### config.mk
export PLATFORM = sky130hd
export DESIGN_NAME = pipe_addsub
export DESIGN_NICKNAME = d
export VERILOG_FILES = /design/src/rtl/pipe_addsub.sv
export SDC_FILE = /design/constraint.sdc
export NUM_CORES = 1
export LEC_CHECK = 0
export CAP_MARGIN = 20
export CELL_PAD_IN_SITES_DETAIL_PLACEMENT = 1
export CELL_PAD_IN_SITES_GLOBAL_PLACEMENT = 1
export CORE_ASPECT_RATIO = 1.75
export CORE_MARGIN = 5
export CORE_UTILIZATION = 44
export CTS_CLUSTER_DIAMETER = 30
export DETAILED_ROUTE_END_ITERATION = 10
export PLACE_DENSITY = 0.91
export SYNTH_ARGS = -nofsm -noshare
export SYNTH_HDL_FRONTEND = slang
export SYNTH_SLANG_ARGS = --single-unit
### constraint.sdc
create_clock -name clk -period 2.64 [get_ports clk]
set_input_delay 0.792 -clock clk [delete_from_list [all_inputs] [get_ports clk]]
set_output_delay 0.792 -clock clk [all_outputs]
set_load 0.01 [all_outputs]
### src/rtl/pipe_addsub.sv
// rtl/pipe_addsub.sv - segmented-carry pipelined adder/subtractor with valid/ready flow control
// Optional build macro: PIPE_ADDSUB_SAT_EN (saturate sum to the signed range on overflow).
// Stage k adds slice k using the carry registered by stage k-1. Upper operand slices
// travel down the pipe until consumed, and finished lower sum slices travel alongside
// them, so every slice of one operation reaches the output register together.

module pipe_addsub #(
    parameter int BW  = 16,
    parameter int SEG = 4
) (
    input  logic          clk,
    input  logic          rst_n,
    input  logic          in_valid,
    output logic          in_ready,
    input  logic [BW-1:0] a,
    input  logic [BW-1:0] b,
    input  logic          cin,
    input  logic          sub,
    output logic          out_valid,
    input  logic          out_ready,
    output logic [BW-1:0] sum,
    output logic          co,
    output logic          neg,
    output logic          ov,
    output logic          zero
);

    localparam int SW = BW / SEG;

    // Subtraction is a + ~b + ~cin, so cin acts as an active-high borrow-in.
    logic [BW-1:0] b_eff_d;
    logic          cin_eff_d;

    assign b_eff_d   = sub ? ~b : b;
    assign cin_eff_d = sub ? ~cin : cin;

    // load_d[k]: stage k captures this cycle; load_d[SEG] is the output consumer.
    logic [SEG:0]   load_d;
    logic [SEG-1:0] vin_d;
    logic [SEG-1:0] en_d;
    logic [SEG-1:0] valid_q;

    // Stage advance chain from the output back to the input, plus per-stage load enables.
    always_comb begin
        load_d      = '0;
        vin_d       = '0;
        load_d[SEG] = out_ready;
        for (int k = SEG - 1; k >= 0; k--) begin
            load_d[k] = ~valid_q[k] | load_d[k+1];
        end
        vin_d[0] = in_valid;
        for (int k = 1; k < SEG; k++) begin
            vin_d[k] = valid_q[k-1];
        end
        en_d = load_d[SEG-1:0] & vin_d;
    end

    // Valid bits: a loading stage takes its upstream valid, a stalled stage keeps its own.
    always_ff @(posedge clk or negedge rst_n) begin
        if (!rst_n) begin
            valid_q <= '0;
        end else begin
            valid_q <= (valid_q & ~load_d[SEG-1:0]) | (vin_d & load_d[SEG-1:0]);
        end
    end

    assign in_ready  = load_d[0];
    assign out_valid = valid_q[SEG-1];

    // Per-slice ripple adders; slice k sees the operands and carry left by stage k-1.
    for (genvar k = 0; k < SEG; k++) begin : g_slice
        logic [SW-1:0] sa;
        logic [SW-1:0] sb;
        logic [SW-1:0] ss;
        logic          ci;
        logic          cs;

        if (k == 0) begin : g_first
            assign sa = a[SW-1:0];
            assign sb = b_eff_d[SW-1:0];
            assign ci = cin_eff_d;
        end else begin : g_next
            assign sa = g_pipe[k-1].a_q[SW-1:0];
            assign sb = g_pipe[k-1].b_q[SW-1:0];
            assign ci = g_pipe[k-1].c_q;
        end

        assign {cs, ss} = {1'b0, sa} + {1'b0, sb} + {{SW{1'b0}}, ci};
    end

    // Intermediate stages: remaining operand slices, finished sum slices and the slice carry.
    for (genvar k = 0; k < SEG - 1; k++) begin : g_pipe
        localparam int OPW  = BW - (k + 1) * SW;
        localparam int SUMW = (k + 1) * SW;

        logic [OPW-1:0]  a_q;
        logic [OPW-1:0]  b_q;
        logic [OPW-1:0]  a_d;
        logic [OPW-1:0]  b_d;
        logic [SUMW-1:0] s_q;
        logic [SUMW-1:0] s_d;
        logic            c_q;

        if (k == 0) begin : g_first
            assign a_d = a[BW-1:SW];
            assign b_d = b_eff_d[BW-1:SW];
            assign s_d = g_slice[0].ss;
        end else begin : g_next
            assign a_d = g_pipe[k-1].a_q[OPW+SW-1:SW];
            assign b_d = g_pipe[k-1].b_q[OPW+SW-1:SW];
            assign s_d = {g_slice[k].ss, g_pipe[k-1].s_q};
        end

        // Capture this stage's slice result and the skewed operands when a valid op moves in.
        always_ff @(posedge clk or negedge rst_n) begin
            if (!rst_n) begin
                a_q <= '0;
                b_q <= '0;
                s_q <= '0;
                c_q <= 1'b0;
            end else if (en_d[k]) begin
                a_q <= a_d;
                b_q <= b_d;
                s_q <= s_d;
                c_q <= g_slice[k].cs;
            end
        end
    end

    // Final stage: assemble the full sum and derive flags from the top slice.
    logic [BW-1:0] raw_d;
    logic [BW-1:0] sum_d;
    logic          co_d;
    logic          msb_cin_d;
    logic          ov_d;

    if (SEG == 1) begin : g_single
        assign raw_d = g_slice[0].ss;
    end else begin : g_multi
        assign raw_d = {g_slice[SEG-1].ss, g_pipe[SEG-2].s_q};
    end

    // The carry into the MSB is recovered from the MSB's own sum bit and operand bits.
    assign co_d      = g_slice[SEG-1].cs;
    assign msb_cin_d = g_slice[SEG-1].sa[SW-1] ^ g_slice[SEG-1].sb[SW-1] ^ g_slice[SEG-1].ss[SW-1];
    assign ov_d      = co_d ^ msb_cin_d;

`ifdef PIPE_ADDSUB_SAT_EN
    // On overflow both operands share a sign; it selects the clamp direction.
    always_comb begin
        sum_d = raw_d;
        if (ov_d) begin
            sum_d = g_slice[SEG-1].sa[SW-1] ? {1'b1, {(BW-1){1'b0}}} : {1'b0, {(BW-1){1'b1}}};
        end
    end
`else
    assign sum_d = raw_d;
`endif

    logic [BW-1:0] sum_q;
    logic          co_q;
    logic          neg_q;
    logic          ov_q;
    logic          zero_q;

    // Output register: only written when a valid op enters, so results hold during stalls.
    always_ff @(posedge clk or negedge rst_n) begin
        if (!rst_n) begin
            sum_q  <= '0;
            co_q   <= 1'b0;
            neg_q  <= 1'b0;
            ov_q   <= 1'b0;
            zero_q <= 1'b0;
        end else if (en_d[SEG-1]) begin
            sum_q  <= sum_d;
            co_q   <= co_d;
            neg_q  <= sum_d[BW-1];
            ov_q   <= ov_d;
            zero_q <= (sum_d == '0);
        end
    end

    assign sum  = sum_q;
    assign co   = co_q;
    assign neg  = neg_q;
    assign ov   = ov_q;
    assign zero = zero_q;

endmodule

# ---- Word level (Yosys, flattened, before mapping)
# Index checks and enable logic that the tools add are counted.
dict set report totals {
  regBits 99
  latchBits 0
  ram_bits 0
  mem_bits_ro 0
  out_inout_bits 22
  wordCells 46
  mem_count 0
}
dict set report classes {
  add_sub_neg 8
  n_mul 0
  n_div 0
  n_lt_le_gt_ge 0
  n_eq_ne 0
  shifts 0
  muxes 2
  bitwise 17
  reduce_logical 1
}
# cell count
set op_table {}
lappend op_table {{$add A4 B4 Y5} 4}
lappend op_table {{$add A5 B1 Y5} 4}
lappend op_table {{$logic_not A16 Y1} 1}
lappend op_table {{$mux W16} 1}
lappend op_table {{$not A16 Y16} 1}
lappend op_table {{$and A4 B4 Y4} 2}
lappend op_table {{$not A1 Y1} 5}
lappend op_table {{$not A4 Y4} 1}
lappend op_table {{$or A1 B1 Y1} 4}
lappend op_table {{$or A4 B4 Y4} 1}
lappend op_table {{$xor A1 B1 Y1} 3}
lappend op_table {{$mux W1} 1}

# ---- Logic depth before layout (Yosys ltp)
# Gate-level depths: netlist of the first run.
dict set report depth {
  depth_word 8
  ltp_mapped 8
  depth_no_buf 7
}

# ---- Worst setup path before layout of the first run
# No wires, ideal clock.
dict set report synth_path {
  path_kind {input to register}
  from {input sub}
  to {register g_pipe[0].c_q}
  arrival_time_ns 2.628
  t_required_ns 2.513
  setup_slack_ns -0.115
  path_stages 8
  n_path_buf 2
  cell_sequence {buf_2 -> buf_2 -> xor2_1 -> fa_1 -> fa_1 -> a21o_1 -> a211oi_1 -> a21oi_1}
}
dict set report synth_via {
  elab_chain_cells 3
  elab_cells_between_ends 4
}
# element line_no
set synth_lines {}
lappend synth_lines {{from (decl)} 18} ;# input logic sub,
lappend synth_lines {{$mux W16} 34} ;# assign b_eff_d = sub ? ~b : b;
lappend synth_lines {{$add A4 B4 Y5} 88} ;# assign {cs, ss} = {1'b0, sa} + {1'b0, sb} + {{SW{1'b0}}, ci};
lappend synth_lines {{$add A5 B1 Y5 (*)} 88}
lappend synth_lines {{to (signal assigned)} 125} ;# c_q <= g_slice[k].cs;
lappend synth_lines {{to (decl)} 102} ;# logic c_q;
# Mark *: on every way between the ends. The rest lies on a longest branch, timed or not.
# A chain may end at the register's enable or synchronous reset.

# ---- Worst setup path in the final report of the first run
dict set report layout_path {
  from {input out_ready}
  to {output in_ready}
}
dict set report layout_via {
  elab_chain_cells 4
}
# element line_no
set layout_lines {}
lappend layout_lines {{from (decl)} 20} ;# input logic out_ready,
lappend layout_lines {{$or A1 B1 Y1 (4 in a row)} 49} ;# load_d[k] = ~valid_q[k] | load_d[k+1];
lappend layout_lines {{to (decl)} 14} ;# output logic in_ready,
# Every way passes these cells.

==> results by group, run 1 <==
Synth
  – Yosys warnings: 0
  – Synthesized Nets: 382
  – Number of synthesized flops with an enable pin: 0
  – Synthesized area per cell: 13.4 sq um
  – Synth top area share: 56.6%
  – Synth area leader: dfrtp_1
  – Asr flop ratio synth: 100%
  – Most numerous cell in the Yosys netlist: dfrtp_1
  – Synth top area cells: dfrtp_1, mux2_2, fa_1
  – Ys flop type: dfrtp_1
  – Register area share after synthesis: 56.6%
  – Post-synth top cells: dfrtp_1, mux2_2, nand2_1, o21ai_0, xnor2_1
  – #FFs+latches synth: 98
  – Mapped cell area: 0.00433 sq mm
  – Synth cell types: 30
  – Syn Inst Count: 324

Timing
  – Period minus WS final: 2.59 ns
  – Crit share post-route: 98.1%
  – RSZ-0062 raised after global routing: no
  – Slew HR: 64.0%
  – Pins over their slew limit: 0
  – Clock Skew: 0.00807 ns
  – Post-route worst setup slack: 0.0499 ns
  – Setup Viol. Count Final: 0
  – Fin. Hold Viols: 0
  – Slew @ Worst Pin: 0.539 ns
  – Max frequency: 0.386 GHz

Place
  – IO Port Bufs: 59
  – Post-Place Worst Slack: -0.448 ns
  – Post-DP HPWL: 7190 microns
  – GPL Wtd Cong: 0.740

Routing
  – Drt first pass iters: 4
  – Vias post-DR: 2683
  – Post-Route WL: 9850 microns
  – DRC Markers: 0
  – Antenna viol nets, final: 0
  – WL per Instance: 18.9 microns
  – DR iter-0 viols: 86
  – Vias per cell: 5.14

Power and ir drop
  – Leak: 2.39 nW
  – NetSw: 0.00171 W
  – Sw frac: 31.1%
  – Int Power: 0.00379 W
  – Sequential Power Share: 43.5%
  – Combinational share of power: 33.8%
  – Power per cell area: 1010 mW/mm^2
  – Part of the power in the clock network: 22.8%
  – Peak supply drop: 0.506 mV

Clocking
  – Clock-pin slew on the worst setup and hold paths: 0.06 ns
  – Clk buf depth: 2
  – CTS buffer count: 9
  – CTS sink cnt: 98
  – H-tree Lvls: 3
  – CTS root buffer: clkbuf_16
  – CTS tree: yes
  – Worst-Skew Late Latency: 0.33 ns

Final layout
  – # diodes: 0
  – Layout cells sized above 1: 24.9%
  – Final net count: 451
  – Register area: 0.00245 sq mm
  – Final Util: 55.9%
  – Layout fillers: 1013
  – Area delta synth->final: 25.5%
  – Area of the multi-input gates: 0.00177 sq mm

Setup path
  – Crit path arrival time: 1.80 ns
  – Crit end category: output port
  – Reg2reg setup slack: 0.29 ns
  – Setup CP Type: in -> out
  – CP startpoint kind: primary input
  – Crit path required time: 1.85 ns
  – CP Max Fanout: 3

Floorplanning
  – Core area: 0.00973 sq mm
  – I/O pin cnt: 60
  – Total die area: 0.0120 sq mm
  – Die width: 85.0 microns
  – Initial Util: 44.5%
  – DIE HEIGHT: 141 microns
  – Row cnt: 48

Global routing
  – Initial antenna violation count: 0
  – Largest net degree at the start of global routing: 42
  – Total track usage: 18.1%
  – Vias in the first global route: 3223
  – Global-route wire length before repair: 16900 microns
  – Total grt overflow: 0

Run
  – Max Cap Viol: 0

Outcome
  – Status: finished, final reports clean

Hold path
  – Hold/Removal Path Class: in -> async
[cell families after synthesis]
logic type / synth area share, %
buffers and inverters: 2.74
adders and majority gates: 7.16
DFF: 56.6
and+or+nand+nor: 5.06
xor gates and xnor gates: 5.05
muxes: 17.2
AOI/OAI and AO/OA: 6.21
[final cells by class]
class / instances / area share, %
Inverter: 11 / 0.759
Clock inverter: 1 / 0.138
Tap cell: 125 / 2.88
Clock buffer: 14 / 5.22
Timing Repair Buffer: 71 / 13.3
Sequential cell: 98 / 45.1
Multi-Input combinational cell: 202 / 32.6
[critical path, stage by stage]
cell	delay (ns)
clkdlybuf4s50_1	0.43
nand4b_4	0.19
or2_4	0.25
buf_2	0.14
[through the flow]
stage	power, W	cell area, sq um	hold WS (ns)	std cells	setup TNS [ns]
floorplan	0.00341	4340	0.445	324	0
global placement	0.00403	5140	0.461	507	-1.30
detailed placement	0.00425	5140	0.477	507	-1.72
CTS	0.00557	5440	0.452	522	0
global route	0.00586	5440	0.480	522	0
finish	0.00550	5440	0.443	522	0
[path summary, 6_finish.rpt]
path / endpoint / start / depth (start not counted)
setup / recovery: in_ready / out_ready / 4
setup reg to reg: zero$_DFFE_PN0P_ / g_pipe[2].a_q[0]$_DFFE_PN0P_ / 5
min in group clk: g_pipe[0].b_q[10]$_DFFE_PN0P_ / g_pipe[0].b_q[10]$_DFFE_PN0P_ / 2
max in group asynchronous: g_pipe[0].a_q[10]$_DFFE_PN0P_ / rst_n / 2
hold / removal: async pin / rst_n / 1
hold reg to reg: g_pipe[0].b_q[10]$_DFFE_PN0P_ / g_pipe[0].b_q[10]$_DFFE_PN0P_ / 2
[metal layers]
layer  global-route usage, %  routed length [microns]
met5                       0                        0
met1                    20.0                     3610
met4                    7.76                      312
met3                    2.85                      237
met2                    33.7                     5700
[placed cells by master, fill, tap and decap left out, types with 2 or more instances in the layout]
master	count
dfrtp_1	98
nand2b_1	4
a21oi_1	9
nand2_1	28
nor2_1	3
inv_1	11
buf_4	9
o21a_1	3
xnor2_1	14
o31ai_1	2
mux2_2	66
a21o_1	7
clkbuf_8	4
fa_1	7
clkdlybuf4s50_1	56
o21ai_0	22
buf_12	4
xor2_1	11
nor4_1	3
ha_1	12
clkbuf_16	9
[flip-flops by register name, summed over array words and instances (netlist names), named ones only]
name	count
g_pipe.a_q	24
g_pipe.b_q	24
g_pipe.s_q	24
sum	16
g_pipe.c_q	3
co	1
ov	1
zero	1
[power by group through the flow]
stage | clock network [W] | registers, W | logic, W
after detailed placement | 0 | 0.00241 | 0.00184
after floorplan | 0 | 0.00234 | 0.00107
after global placement | 0 | 0.00235 | 0.00169
final | 0.00125 | 0.00239 | 0.00186
after CTS | 0.00128 | 0.00240 | 0.00189
after global routing | 0.00135 | 0.00245 | 0.00205
[timing repair]
item	4_1_cts	5_1_grt
gates resized for setup	7	0
endpoints found under the setup margin	3	0
hold buffers	0	0
buffers inserted	0	0
Note: power is estimated with default switching activity, not from simulation.
==> run 2: changes to the inputs <==
--- a/config.mk
+++ b/config.mk
@@ -9,11 +9,11 @@
 export CELL_PAD_IN_SITES_DETAIL_PLACEMENT = 1
 export CELL_PAD_IN_SITES_GLOBAL_PLACEMENT = 1
 export CORE_ASPECT_RATIO = 1.75
-export CORE_MARGIN = 5
 export CORE_UTILIZATION = 44
 export CTS_CLUSTER_DIAMETER = 30
 export DETAILED_ROUTE_END_ITERATION = 10
 export PLACE_DENSITY = 0.91
+export SKIP_CTS_REPAIR_TIMING = 1
 export SYNTH_ARGS = -nofsm -noshare
 export SYNTH_HDL_FRONTEND = slang
 export SYNTH_SLANG_ARGS = --single-unit
==> run 2 against run 1 <==
Net effect:
- register-to-register slack improved by 0.12 ns
- critical path depth unchanged
- critical endpoint unchanged
- worst hold slack got worse by 0.036 ns
- design area decreased by 0.37%
- clock skew decreased by 0.0024 ns
- combinational power decreased by 2%
- sequential share of layout area increased by 0.17 points
==> results by group, run 2 (synthesis results as in run 1) <==
Floorplanning
  – Core area: 0.00953 sq mm (was 0.00973 sq mm)
  – I/O pin cnt: 60 (unchanged)
  – Initial Util: 45.5% (was 44.5%)
  – Row cnt: 47 (was 48)
  – Die width: 77.0 microns (was 85.0 microns)
  – DIE HEIGHT: 133 microns (was 141 microns)
  – Total die area: 0.0103 sq mm (was 0.0120 sq mm)

Final layout
  – Most frequent cells in the layout: dfrtp_1, mux2_2, clkdlybuf4s50_1 (unchanged)
  – Layout fillers: 985 (was 1013)
  – Most common cell after layout, fill and taps aside: dfrtp_1 (unchanged)
  – # diodes: 0 (unchanged)
  – Layout cells sized above 1: 24.6% (was 24.9%)
  – Final net count: 452 (was 451)
  – Final Util: 56.9% (was 55.9%)
  – Area delta synth->final: 25.1% (was 25.5%)
  – Biggest registers after layout: g_pipe.a_q: 24 flops, g_pipe.b_q: 24 flops, g_pipe.s_q: 24 flops (unchanged)

Run
  – Max Cap Viol: 0 (unchanged)

Power and ir drop
  – Power per cell area: 1000 mW/mm^2 (was 1010 mW/mm^2)
  – Peak supply drop: 0.451 mV (was 0.506 mV)
  – Leak: 2.40 nW (was 2.39 nW)

Place
  – GPL Wtd Cong: 0.708 (was 0.740)
  – Post-DP HPWL: 6680 microns (was 7190 microns)
  – Post-Place Worst Slack: -0.392 ns (was -0.448 ns)
  – IO Port Bufs: 59 (unchanged)

Timing
  – Max frequency: 0.385 GHz (was 0.386 GHz)
  – Post-route worst setup slack: 0.0443 ns (was 0.0499 ns)
  – Pins over their slew limit: 0 (unchanged)
  – Slew @ Worst Pin: 0.503 ns (was 0.539 ns)
  – Clock Skew: 0.00569 ns (was 0.00807 ns)
  – RSZ-0062 raised after global routing: no (unchanged)
  – Setup Viol. Count Final: 0 (unchanged)
  – Period minus WS final: 2.60 ns (was 2.59 ns)
  – Fin. Hold Viols: 0 (unchanged)
  – Crit share post-route: 98.3% (was 98.1%)
  – Slew HR: 66.5% (was 64.0%)

Routing
  – DRC Markers: 0 (unchanged)
  – Vias per cell: 5.19 (was 5.14)
  – Vias post-DR: 2704 (was 2683)
  – DR iter-0 viols: 140 (was 86)
  – Antenna viol nets, final: 0 (unchanged)
  – Post-Route WL: 9500 microns (was 9850 microns)
  – Drt first pass iters: 2 (was 4)
  – WL per Instance: 18.2 microns (was 18.9 microns)

Clocking
  – CTS sink cnt: 98 (unchanged)
  – CTS tree: yes (unchanged)
  – Worst-Skew Late Latency: 0.33 ns (about the same)
  – Clk buf depth: 2 (unchanged)
  – Clock-pin slew on the worst setup and hold paths: 0.06 ns (about the same)
  – H-tree Lvls: 3 (unchanged)
  – CTS root buffer: clkbuf_16 (unchanged)
  – CTS buffer count: 9 (unchanged)

Global routing
  – Total grt overflow: 0 (unchanged)
  – Global-route wire length before repair: 15700 microns (was 16900 microns)
  – Vias in the first global route: 3072 (was 3223)
  – Initial antenna violation count: 0 (unchanged)
  – Total track usage: 20.4% (was 18.1%)
  – Largest net degree at the start of global routing: 39 (was 42)

Outcome
  – Status: finished, final reports clean (unchanged)

Setup path
  – Crit end category: output port (unchanged)
  – Crit path required time: 1.85 ns (about the same)
  – CP startpoint kind: primary input (unchanged)
  – Setup CP Type: in -> out (unchanged)
  – CP Max Fanout: 3 (unchanged)
  – Crit path arrival time: 1.80 ns (about the same)

Hold path
  – Hold/Removal Path Class: in -> async (unchanged)
-- run 2: critical path: stages --
cell and delay, ns:
clkdlybuf4s50_1 0.43, nand4b_4 0.19, or2_4 0.25, clkbuf_2 0.14
-- run 2: cell type report --
cell class	instances	area, sq um	share of cell area, %
clock buffer	15	268	4.94
clock inverter	1	8.76	0.162
inverter	11	41.3	0.762
multi-input combinational	202	1770	32.7
sequential	98	2450	45.3
tap	122	153	2.82
timing repair buffer	72	721	13.3
-- run 2: final timing paths --
kind,startpoint,end,slack [ns],depth (start not counted)
worst max-delay path,out_ready,in_ready,0.04,4
worst min-delay path,rst_n,g_pipe[0].s_q[2]$_DFFE_PN0P_,0.41,1
worst max register to register,g_pipe[2].a_q[0]$_DFFE_PN0P_,zero$_DFFE_PN0P_,0.41,5
worst min register to register,co$_DFFE_PN0P_,co$_DFFE_PN0P_,0.49,2
max in group asynchronous,rst_n,g_pipe[0].a_q[2]$_DFFE_PN0P_,1.47,2
min in group clk,co$_DFFE_PN0P_,co$_DFFE_PN0P_,0.49,2
-- run 2: layer usage --
| metal | share of wire [%] | routed length, microns | global-route usage [%] |
|---|---|---|---|
| met3 | 2.5 | 234 | 3.84 |
| met2 | 57 | 5390 | 37.3 |
| met1 | 39 | 3690 | 22.8 |
| met5 | 0 | 0 | 0 |
| met4 | 1.9 | 182 | 9.12 |
-- run 2: power by group --
| part | leakage, nW | internal, W | switching [W] |
|---|---|---|---|
| Sequential | 1.17 | 0.00202 | 0.000361 |
| Clock | 0.134 | 0.000694 | 0.000532 |
| Combinational | 1.09 | 0.00103 | 0.000794 |
-- run 2: stage by stage --
stage | cells | cell area [sq um] | hold WS [ns] | TNS [ns] | total power, W
3_3_place_gp | 505 | 5130 | 0.459 | -1.06 | 0.00401
5_1_grt | 521 | 5420 | 0.449 | 0 | 0.00575
2_1_floorplan | 324 | 4340 | 0.445 | 0 | 0.00341
3_5_place_dp | 505 | 5130 | 0.475 | -1.46 | 0.00420
6_report | 521 | 5420 | 0.407 | 0 | 0.00543
4_1_cts | 521 | 5410 | 0.430 | -0.418 | 0.00548
==> run 3: changes to the inputs <==
--- a/config.mk
+++ b/config.mk
@@ -11,6 +11,7 @@
 export CORE_ASPECT_RATIO = 1.75
 export CORE_UTILIZATION = 44
 export CTS_CLUSTER_DIAMETER = 30
+export CTS_CLUSTER_SIZE = 14
 export DETAILED_ROUTE_END_ITERATION = 10
 export PLACE_DENSITY = 0.91
 export SKIP_CTS_REPAIR_TIMING = 1
==> results of run 3 <==
The final DEF is identical to that of run 2; final timing and power are the same.
